## src/rtl/load_store_unit.sv

```systemverilog
// load_store_unit: MEM-stage load/store unit in front of a word-addressed data memory.
// Loads are byte, halfword or word with sign or zero extension. Word stores take one
// write cycle. Byte and halfword stores use a read-modify-write: the word is read and
// merged in the accept cycle, and written back in RMW_WR.
// Optional feature macro: LSU_MISALIGN_TRAP_EN. When it is defined, a misaligned access
// returns an error. When it is not defined, the address is forced aligned.
module load_store_unit (
   input  logic        clk,
   input  logic        rst_n,
   input  logic        req_valid,
   output logic        req_ready,
   input  logic        req_load,
   input  logic [2:0]  req_funct3,
   input  logic [31:0] req_addr,
   input  logic [31:0] req_wdata,
   output logic        resp_valid,
   output logic [31:0] resp_rdata,
   output logic        resp_err,
   output logic        mem_read,
   output logic        mem_write,
   output logic [31:0] mem_addr,
   output logic [31:0] mem_wdata,
   input  logic [31:0] mem_rdata
);

   typedef enum logic {IDLE, RMW_WR} state_t;

   state_t      state, state_nxt;
   logic [31:0] rmw_addr, rmw_data;

   logic        accept;
   logic        is_rmw;
   logic        sz_byte, sz_half, sz_word;
   logic        illegal, misalign, err;
   logic [31:0] eff_addr, word_addr;
   logic [7:0]  byte_sel;
   logic [15:0] half_sel;
   logic [31:0] load_data, merged;

   // Decode the request: access size, illegal codes, alignment and effective address.
   always_comb begin
      sz_byte = (req_funct3[1:0] == 2'b00);
      sz_half = (req_funct3[1:0] == 2'b01);
      sz_word = (req_funct3[1:0] == 2'b10);
      // Loads allow 000/001/010/100/101; stores allow only 000/001/010.
      if (req_load)
         illegal = (req_funct3 == 3'b011) | (req_funct3[2:1] == 2'b11);
      else
         illegal = req_funct3[2] | (req_funct3[1:0] == 2'b11);
      misalign = (sz_half & req_addr[0]) | (sz_word & (req_addr[1:0] != 2'b00));
`ifdef LSU_MISALIGN_TRAP_EN
      err      = illegal | misalign;
      eff_addr = req_addr;
`else
      // The offset bits below the access size are dropped, so the access stays
      // inside the addressed word.
      err      = illegal;
      eff_addr = {req_addr[31:2], req_addr[1] & ~sz_word, req_addr[0] & sz_byte};
`endif
      word_addr = {eff_addr[31:2], 2'b00};
   end

   // Select the load lane from the read word and extend it to 32 bits.
   always_comb begin
      case (eff_addr[1:0])
         2'b00:   byte_sel = mem_rdata[7:0];
         2'b01:   byte_sel = mem_rdata[15:8];
         2'b10:   byte_sel = mem_rdata[23:16];
         default: byte_sel = mem_rdata[31:24];
      endcase
      half_sel = eff_addr[1] ? mem_rdata[31:16] : mem_rdata[15:0];
      case (req_funct3)
         3'b000:  load_data = {{24{byte_sel[7]}}, byte_sel};
         3'b001:  load_data = {{16{half_sel[15]}}, half_sel};
         3'b010:  load_data = mem_rdata;
         3'b100:  load_data = {24'h0, byte_sel};
         3'b101:  load_data = {16'h0, half_sel};
         default: load_data = 32'h0;
      endcase
   end

   // Merge the store byte or halfword into the word read in the accept cycle.
   always_comb begin
      merged = mem_rdata;
      if (sz_byte)
         merged[{eff_addr[1:0], 3'b000} +: 8] = req_wdata[7:0];
      else if (sz_half)
         merged[{eff_addr[1], 4'b0000} +: 16] = req_wdata[15:0];
   end

   // Next state, handshake and memory strobes. The strobes are held at 0 while reset
   // is asserted, so an abandoned RMW can never write.
   always_comb begin
      state_nxt = state;
      req_ready = 1'b0;
      accept    = 1'b0;
      is_rmw    = 1'b0;
      mem_read  = 1'b0;
      mem_write = 1'b0;
      mem_addr  = 32'h0;
      mem_wdata = 32'h0;
      if (!rst_n) begin
         req_ready = 1'b1;
      end else begin
         case (state)
            IDLE: begin
               req_ready = 1'b1;
               accept    = req_valid;
               if (accept && !err) begin
                  mem_addr = word_addr;
                  if (req_load) begin
                     mem_read = 1'b1;
                  end else if (sz_word) begin
                     mem_write = 1'b1;
                     mem_wdata = req_wdata;
                  end else begin
                     mem_read  = 1'b1;
                     is_rmw    = 1'b1;
                     state_nxt = RMW_WR;
                  end
               end
            end
            RMW_WR: begin
               mem_write = 1'b1;
               mem_addr  = rmw_addr;
               mem_wdata = rmw_data;
               state_nxt = IDLE;
            end
            default: state_nxt = IDLE;
         endcase
      end
   end

   // State register.
   always_ff @(posedge clk or negedge rst_n) begin
      if (!rst_n) state <= IDLE;
      else        state <= state_nxt;
   end

   // Capture the merged word and its address for the RMW write-back.
   always_ff @(posedge clk or negedge rst_n) begin
      if (!rst_n) begin
         rmw_addr <= 32'h0;
         rmw_data <= 32'h0;
      end else if (is_rmw) begin
         rmw_addr <= word_addr;
         rmw_data <= merged;
      end
   end

   // Registered response. A sub-word store responds after its write cycle;
   // every other access responds the cycle after accept.
   always_ff @(posedge clk or negedge rst_n) begin
      if (!rst_n) begin
         resp_valid <= 1'b0;
         resp_err   <= 1'b0;
         resp_rdata <= 32'h0;
      end else begin
         resp_valid <= (accept & ~is_rmw) | (state == RMW_WR);
         resp_err   <= accept & err;
         resp_rdata <= (accept & ~err & req_load) ? load_data : 32'h0;
      end
   end

endmodule

```

## config.mk

```make
export PLATFORM = sky130hd
export DESIGN_NAME = load_store_unit
export DESIGN_NICKNAME = d
export VERILOG_FILES = /design/src/rtl/load_store_unit.sv
export SDC_FILE = /design/constraint.sdc
export NUM_CORES = 1
export LEC_CHECK = 0
export CAP_MARGIN = 30
export CELL_PAD_IN_SITES_DETAIL_PLACEMENT = 1
export CELL_PAD_IN_SITES_GLOBAL_PLACEMENT = 2
export CORE_ASPECT_RATIO = 0.9
export CORE_UTILIZATION = 28
export CTS_CLUSTER_DIAMETER = 40
export DETAILED_ROUTE_END_ITERATION = 7
export MAX_ROUTING_LAYER = met4
export PLACE_DENSITY = 0.95
export SYNTH_ARGS = -nofsm -noshare
export SYNTH_HDL_FRONTEND = slang
export SYNTH_SLANG_ARGS = --single-unit
```

## constraint.sdc

```tcl
create_clock -name clk -period 4.2 [get_ports clk]
set_input_delay 1.05 -clock clk [delete_from_list [all_inputs] [get_ports clk]]
set_output_delay 1.05 -clock clk [all_outputs]
set_load 0.02 [all_outputs]
```

; ---- After elaboration in Yosys (flattened, before gate mapping)
; Index checks and enable logic that the tools add are counted.
[word_totals]
regBits = 97
[classes]
n_mux = 36
n_eq_ne = 11
n_addsub = 2
reduce_logical = 5
shifts = 4
bitwise = 13
[ops]
columns = cell, n
row1 = $mux 32, 9
row2 = $pmux 32 s5, 1
row3 = $pmux 32 s2, 2
row4 = $bwmux 32, 2
row5 = $shift 16x7->32 const A, 1
row6 = $shift 8x7->32 const A, 1
row7 = $shiftx 16x7->32, 1
row8 = $shiftx 8x7->32, 1
row9 = $pmux 8 s3, 1
row10 = $mux 1, 18
row11 = $mux 16, 1
row12 = $neg 5->7, 2
row13 = $eq 2x2->1 const B, 4
row14 = $and 1x1->1, 6
row15 = $eq 3x2->1 const B, 2
row16 = $eq 3x3->1 const B, 2
row17 = $eq 2x1->1 const B, 2
row18 = $logic_not 2->1, 2
row19 = $not 1->1, 4
row20 = $pmux 1 s2, 2
row21 = $eq 3x1->1 const B, 1
row22 = $logic_not 3->1, 1
row23 = $or 1x1->1, 3
row24 = $logic_and 1x1->1, 1
row25 = $logic_not 1->1, 1

; ---- Depth between registers and ports, before layout
; Gate-level depths: netlist (run 1).
[logic_depth]
word_depth = 11
depth_mapped = 6
ltp_nobuf = 4

; ---- Worst setup path after synthesis (run 1)
; Ideal clock, no wire load.
[synth_path]
path_kind = input -> output
startpoint = input req_funct3[0]
endpoint = output mem_wdata[10]
stages = 4
path_buffers = 1
t_arrival_ps = 2144
slack_ps = 1006
cell_sequence = or3b_1 > nor3_2 > buf_4 > a22o_1
[synth_between]
elab_chain_len = 8
elab_cells_between_ends = 13
classes_between = eq/ne: 3 / mux: 6 / bitwise: 2 / reduce/logical: 2
[synth_rtl]
columns = item, line_no
row1 = from (decl), 13  ; input logic [2:0] req_funct3,
row2 = $eq 3x2->1 / $eq 2x2->1 (equally long branches), "47, 49"
row3 = "$or 1x1->1, on equally long branches", "47, 49"
row4 = $mux 1, 46  ; if (req_load)
row5 = $logic_not 1->1, 109  ; if (accept && !err) begin
row6 = $logic_and 1x1->1, 109
row7 = $mux 32 *, 109
row8 = $pmux 32 s2 *, 105  ; case (state)
row9 = $mux 32 *, 102  ; if (!rst_n) begin
row10 = to (decl), 22  ; output logic [31:0] mem_wdata,
; Mark *: on every way between the ends. The rest lies on a longest branch, timed or not.

; ---- Worst setup path in the final report (run 1)
[layout_path]
startpoint = input req_funct3[2]
endpoint = output mem_addr[25]
[layout_between]
elab_chain_len = 8
elab_cells_between_ends = 10
classes_between = eq/ne: 2 / mux: 4 / bitwise: 2 / reduce/logical: 2
[layout_rtl]
columns = item, line_no
row1 = $eq 3x2->1 / $eq 2x2->1 (equally long branches), 47  ; illegal = (req_funct3 == 3'b011) | (req_funct3[2:1] == 2'b11);
row2 = $or 1x1->1, 47
row3 = $mux 1 *, 46
row4 = $logic_not 1->1 *, 109
row5 = $logic_and 1x1->1 *, 109
row6 = $mux 32 *, 109
row7 = $pmux 32 s2 *, 105
row8 = $mux 32 *, 102
row9 = to (decl), 21  ; output logic [31:0] mem_addr,
; Marks and branches as above.

==> results of run 1 <==
metrics by stage:
stage	instances	hold WS (ns)	setup WS (ns)
6_report	898	0.496	0.0703
5_1_grt	898	0.529	-0.00405
4_1_cts	897	0.498	0.0251
3_5_place_dp	881	0.482	-0.0765
3_3_place_gp	880	0.470	0.0131
2_1_floorplan	468	0.450	1.01
kinds of logic after synthesis:
| logic type | after synthesis | share of synthesized area, % |
|---|---|---|
| muxes | 56 | 12.4 |
| other | 1 | 0.0764 |
| and+or+nand+nor | 94 | 8.74 |
| buffers and inverters | 46 | 4.51 |
| DFF | 97 | 49.5 |
| AOI/OAI and AO/OA | 173 | 24.8 |
cell type report:
class                   count  area (sq um)  share of cell area [%]
flip-flops and latches     97          2430                    32.0
multi-input cells         325          2270                    29.9
repair buffers            220          2220                    29.2
well taps                 235           294                    3.87
clock buffers               9           225                    2.97
clock inverters             7           141                    1.86
inverters                   5          18.8                   0.247
final timing paths:
check / from / endpoint / slack (ns) / cells past startpoint
setup reg to reg: state / rmw_addr[13] / 2.45 / 5
hold / removal: rmw_data[15] / rmw_data[15] / 0.50 / 2
max in group asynchronous: rst_n / resp_rdata[16] / 2.51 / 4
setup / recovery: req_funct3[2] / mem_addr[25] / 0.07 / 7
min in group asynchronous: rst_n / resp_rdata[7] / 0.73 / 2
hold reg to reg: rmw_data[15] / rmw_data[15] / 0.50 / 2
what timing repair did:
item                       4_1_cts  5_1_grt
setup endpoints to repair       29       15
cloned                           0        0
gates resized for setup         29       15
hold buffers                     0        0
registers in the layout, summed over array words and instances (netlist names):
register    count
rmw_data       32
resp_rdata     32
resp_valid      1
rmw_addr       30
state           1
resp_err        1
power breakdown:
group | internal [uW] | switching (uW)
sequential | 1080 | 98.8
clock | 644 | 378
combinational | 262 | 246
synthesized netlist by cell type:
| cell type | instances |
|---|---|
| dfrtp_1 | 97 |
| a22o_1 | 62 |
| nand2_1 | 49 |
| mux2_2 | 37 |
| a21oi_1 | 35 |
| o21ai_1 | 25 |
| nor2_1 | 18 |
| clkbuf_1 | 17 |
| mux2i_1 | 17 |
| o22ai_1 | 16 |
| buf_2 | 15 |
| nor2b_1 | 12 |
| o21ai_0 | 12 |
| a22oi_1 | 8 |
| a222oi_1 | 7 |
| buf_4 | 6 |
| inv_1 | 5 |
| nor2_2 | 3 |
| buf_1 | 2 |
| mux2_1 | 2 |
| nand2b_1 | 2 |
| nand3b_1 | 2 |
| or2_1 | 2 |
| a211oi_1 | 1 |
| a21boi_0 | 1 |
| a21o_1 | 1 |
| a31o_2 | 1 |
| a31oi_1 | 1 |
| and2_1 | 1 |
| and3_1 | 1 |
| buf_6 | 1 |
| conb_1 | 1 |
| nand3_1 | 1 |
| nor3_2 | 1 |
| nor3b_1 | 1 |
| o211ai_2 | 1 |
| o21a_1 | 1 |
| o311ai_4 | 1 |
| or3b_1 | 1 |
metal layers:
metal  track usage, %  vias to the layer above
li1                 -                     2109
met3             4.05                       24
met5                -                        -
met4             8.35                        0
met1             27.1                     2281
met2             35.7                      147
worst max-delay path, delay by kind of cell:
family	cells	cell delay (ns)
AOI/OAI and AO/OA	2	0.36
and+or+nand+nor	1	0.24
buffers and inverters	4	1.40
==> Flow_metrics.wiki, run 1 <==
{| class="wikitable"
! Metric !! Value
|-
| Result of the run || complete, no violations
|-
| First-pass GRT wire length || 28800 um
|-
| Largest net degree at the start of global routing || between 90 and 100
|-
| Initial Utilization || between 20 and 30%
|-
| Maximum net fanout on the critical path || 31
|-
| Setup_tns || 0 ns
|-
| Initial drt markers || 254
|-
| Commonest cells after routing, fill and taps aside || clkdlybuf4s50_1, dfrtp_1, a22o_1
|-
| Top post-synthesis cells by area || dfrtp_1, a22o_1, mux2_2
|-
| Total global routing track utilization || 21.9%
|-
| Cell taking the most area after synthesis || dfrtp_1
|-
| Final weighted congestion of routability-driven global placement || about 0.84
|-
| Fraction of final layout cells sized beyond drive strength 1 || about an eighth
|-
| Ant diodes || 0
|-
| Post-DR vias/cell || 5.08
|-
| # fillers || 1901
|-
| Top routing layer in use || met4
|-
| Number of buffers between clock root and the deepest sink || 2
|-
| Number of sinks driven by the clock tree || 97
|-
| Count of cell types in the netlist || 39
|-
| Cell Area, Synth || 4910 sq um
|-
| Final Hold Vio Count || 0
|-
| Post-route cell area || ~7600 sq um
|-
| Maximum level of the CTS H-tree || 3
|-
| Worst min-delay path class || reg2reg
|-
| Number of buffers added for setup after CTS || 0
|-
| Count of antenna-violating nets left after detailed routing || 0
|-
| DIE WIDTH || about 140 um
|-
| Number of standard cells after synthesis || 467
|-
| Ys Warns || 0
|-
| WL final || 18800 um
|-
| Transition time at the pin with the least slew margin || 0.896 ns
|-
| Post-detail-place hpwl || 14200 um
|-
| Via count of the routed design || 4561
|-
| Pwr dens || 357 nW/um^2
|-
| Tightest slew margin relative to the limit || approximately two fifths
|-
| Portion of the clock cycle consumed by the worst path in the final layout || between 90% and 100%
|-
| Cell chain of the critical path || clkdlybuf4s50_1 > buf_4 > o21ai_1 > and3_1 > buf_12 > a22o_1 > clkdlybuf4s50_1
|-
| Pins over their slew limit || 0
|-
| Area share of the largest cell type after synthesis || 49.5%
|-
| Clock insertion delay at the later pin of the skew report || 0.36 ns
|-
| I/O pin count || ~200
|-
| Number of clock buffers inserted by TritonCTS || 9
|-
| WP data required || about 3.2 ns
|-
| Setup clock skew after layout || 0.0110 ns
|-
| Final net count || 761
|-
| Kind of launch point of the worst setup path || primary input
|-
| Most common cell after layout, fill and taps aside || clkdlybuf4s50_1
|-
| Placement Rows || 45
|-
| Number of remaining DRC errors || 0
|-
| Power, Total || about 2700 uW
|-
| Critical path data arrival time || 3.08 ns
|-
| Master of the slowest instance on the critical path || clkdlybuf4s50_1
|-
| Met2 WL post-DR || ~9200 um
|-
| Worst path most repeated cell || clkdlybuf4s50_1
|-
| Clock tree from TritonCTS || done
|-
| Synth Area per Inst || 10.5 sq um
|-
| Synth Register Bits || 97
|-
| Placement Cell Area || 7200 sq um
|-
| Critical Path Max Stage Delay || 0.63 ns
|-
| Total core area || 17000 sq um
|-
| Kind of end point of the critical path || output port
|-
| Leftover overflow at the end of global routing || 0
|-
| Share of the yosys chip area belonging to registers || between 40% and 50%
|-
| Largest voltage drop on the vdd net || 0.000196 V
|-
| Number of antenna violations at the first check in global routing || 0
|-
| Final critical-path required period || 4.13 ns
|-
| Leak || roughly 0.0036 uW
|-
| Upper clock frequency limit || 242 MHz
|-
| Utilization after layout || 44.7%
|-
| Metal3 WL || between 1000 and 1500 um
|-
| Root buffer cell || clkbuf_16
|-
| Wire length on met1 || 8130 um
|-
| Port Buffer Count || between 200 and 250
|-
| Max capacitance violation total || 0
|-
| Setup violations, final || 0
|-
| Avg WL per Cell || 21.0 um
|-
| Signed area change from the synthesized netlist to the final layout || 54.7%
|-
| Overall die height || 128 um
|-
| Number of global-route vias before repair || 4829
|-
| Clock edge transition at the registers on the reported setup and hold paths || 0.07 ns
|-
| Initial DRT Pass Iterations || 4
|-
| Area of the die || roughly 18000 sq um
|-
| Class of the most critical setup path || in2out
|}
Power figures use the tool's default switching activity.
==> run 2, diff against run 1 <==
--- a/config.mk
+++ b/config.mk
@@ -5,7 +5,7 @@
 export SDC_FILE = /design/constraint.sdc
 export NUM_CORES = 1
 export LEC_CHECK = 0
-export CAP_MARGIN = 30
+export CAP_MARGIN = 20
 export CELL_PAD_IN_SITES_DETAIL_PLACEMENT = 1
 export CELL_PAD_IN_SITES_GLOBAL_PLACEMENT = 2
 export CORE_ASPECT_RATIO = 0.9
@@ -14,6 +14,7 @@
 export DETAILED_ROUTE_END_ITERATION = 7
 export MAX_ROUTING_LAYER = met4
 export PLACE_DENSITY = 0.95
+export SETUP_SLACK_MARGIN = 0.4
 export SYNTH_ARGS = -nofsm -noshare
 export SYNTH_HDL_FRONTEND = slang
 export SYNTH_SLANG_ARGS = --single-unit
==> Flow_metrics.wiki, run 2 (synthesis gave the netlist of run 1 again) <==
{| class="wikitable"
! Metric !! Value
|-
| Pins over their slew limit || 0
|-
| Upper clock frequency limit || 266 MHz
|-
| Number of sinks driven by the clock tree || 97
|-
| Avg WL per Cell || between 20 and 25 um
|-
| Port Buffer Count || ~200
|-
| Clock tree from TritonCTS || done
|-
| Bufs and invs on worst path || 4
|-
| Placement Cell Area || 7180 sq um
|-
| Overall die height || between 100 and 150 um
|-
| Post-placement setup slack || -0.0747 ns
|-
| Clock insertion delay at the later pin of the skew report || 0.35 ns
|-
| Critical Path Max Stage Delay || 0.47 ns
|-
| Critical path depth || 7
|-
| R2R setup slack || 2.42 ns
|-
| Biggest regs || resp_rdata x32, rmw_data x32, rmw_addr x30
|-
| Initial drt markers || 334
|-
| Worst r2r path cells || 5
|-
| Setup violations, final || 0
|-
| Number of global-route vias before repair || around 5000
|-
| Final Hold Vio Count || 0
|-
| Setup crit start || req_funct3[1]
|-
| Area of the die || 18100 sq um
|-
| Clock edge transition at the registers on the reported setup and hold paths || 0.07 ns
|-
| Total core area || roughly 17000 sq um
|-
| First-pass GRT wire length || slightly below 30000 um
|-
| Transition time at the pin with the least slew margin || 0.986 ns
|-
| Post-detail-place hpwl || ~14000 um
|-
| I/O pin count || 204
|-
| Kind of launch point of the worst setup path || primary input
|-
| Number of antenna violations at the first check in global routing || 0
|-
| Placement Rows || 45
|-
| Leak || 0.00331 uW
|-
| Worst setup slack after layout || 0.436 ns
|-
| Cell class contributing the biggest share of worst-path delay || buffers and inverters
|-
| Largest voltage drop on the vdd net || 0.000215 V
|-
| WL final || 19200 um
|-
| DIE WIDTH || 142 um
|-
| Largest net degree at the start of global routing || just under 100
|-
| Critical path data arrival time || between 2 and 3 ns
|-
| Via count of the routed design || between 4000 and 5000
|-
| Number of buffers between clock root and the deepest sink || 2
|-
| Ant diodes || 0
|-
| Final net count || 763
|-
| Worst setup endpoint || mem_wdata[10]
|-
| Portion of the clock cycle consumed by the worst path in the final layout || 89.6%
|-
| Post-DR vias/cell || 5.16
|-
| Kind of end point of the critical path || output port
|-
| Pwr dens || 356 nW/um^2
|-
| Setup_tns || 0 ns
|-
| Number of remaining DRC errors || 0
|-
| WP data required || 3.15 ns
|-
| Tightest slew margin relative to the limit || 34.1%
|-
| Count of antenna-violating nets left after detailed routing || 0
|-
| Signed area change from the synthesized netlist to the final layout || 51.1%
|-
| Root buffer cell || clkbuf_16
|-
| Maximum level of the CTS H-tree || 3
|-
| Commonest cells after routing, fill and taps aside || clkdlybuf4s50_1, dfrtp_1, a22o_1
|-
| Class of the most critical setup path || in2out
|-
| Cell chain of the critical path || clkdlybuf4s50_1 > or3b_4 > nor3_4 > buf_12 > buf_16 > a22o_1 > buf_2
|-
| Maximum net fanout on the critical path || 16
|-
| Leftover overflow at the end of global routing || 0
|-
| Final cell count without fillers || 900
|-
| Post-cts hold buffer count || 0
|-
| Worst min-delay path class || reg2reg
|-
| Capture point of the worst reg-to-reg path || rmw_addr[5]
|-
| Power, Total || about 2600 uW
|-
| Post-route cell area || around 7400 sq um
|-
| Total global routing track utilization || roughly 22%
|-
| Number of placed cells counting well taps || 880
|-
| Reg-to-Reg Start || state
|-
| Initial Utilization || 28.9%
|-
| Most common cell after layout, fill and taps aside || clkdlybuf4s50_1
|-
| Max capacitance violation total || 0
|-
| Result of the run || complete, no violations
|-
| Initial DRT Pass Iterations || 7
|-
| Worst min-delay path startpoint || rmw_data[3]
|-
| Number of clock buffers inserted by TritonCTS || 9
|-
| Setup clock skew after layout || approximately 0.0095 ns
|-
| Master of the slowest instance on the critical path || clkdlybuf4s50_1
|-
| Final critical-path required period || 3.76 ns
|-
| Fraction of final layout cells sized beyond drive strength 1 || 20.5%
|-
| Setup repair after global routing missed its margin || false
|-
| Final weighted congestion of routability-driven global placement || 0.838
|}
==> run 2: changes by cell type in the layout (fill, tap and decap cells not counted), sizes merged <==
cell,delta
buf,+46
bufbuf,+1
dlygate4sd2,-21
clkinv,+1
clkdlybuf4s15,+8
clkdlybuf4s50,-17
dlymetal6s2s,-15
bufinv,-1
==> run 2: layout make-up <==
type,instances,area (sq um)
clock inverters,7,116
repair buffers,222,2040
inverters,5,18.8
clock buffers,9,225
multi-input cells,325,2290
well taps,235,294
flip-flops and latches,97,2430
fillers,1909,9590
==> run 2: routing by layer <==
layer / global-route usage, % / vias up / wire [um]
li1: - / 2113 / -
met1: 27.4 / 2326 / 8340
met2: 36.2 / 174 / 9240
met3: 3.82 / 34 / 1040
met4: 9.99 / 0 / 624
met5: - / - / 0
==> run 2: worst min-delay path by stage <==
stage,endpoint,slack (ns),depth (start not counted)
global placement,rmw_data[2],0.47,2
detailed placement,rmw_addr[31],0.49,1
finish,rmw_data[3],0.50,2
floorplan,rmw_data[11],0.45,2
global route,rmw_addr[15],0.52,1
CTS,rmw_data[3],0.50,2
==> run 2: power breakdown <==
group	switching [uW]	total (uW)	internal, uW	leakage (uW)
sequential	99.8	1180	1080	0.00126
combinational	249	508	259	0.00189
clock	367	949	582	0.000166
==> run 2: tightest hold or removal path, cell delays in order, from the launching register on <==
cell and delay [ns]:
dfrtp_1 0.35, nand2_1 0.05, o21ai_1 0.07
==> run 2: timing repair <==
action | in CTS | in global routing
cloned | 2 | 0
setup buffers | 1 | 0
resized for setup | 197 | 17
endpoints found under the setup margin | 62 | 25
pin swaps | 1 | 0
==> run 2: per-stage QoR <==
stage	util, %	hold WS, ns
floorplan	-	0.450
global placement	42.2	0.470
detailed placement	42.2	0.485
CTS	43.9	0.502
global route	43.6	0.522
finish	43.6	0.501
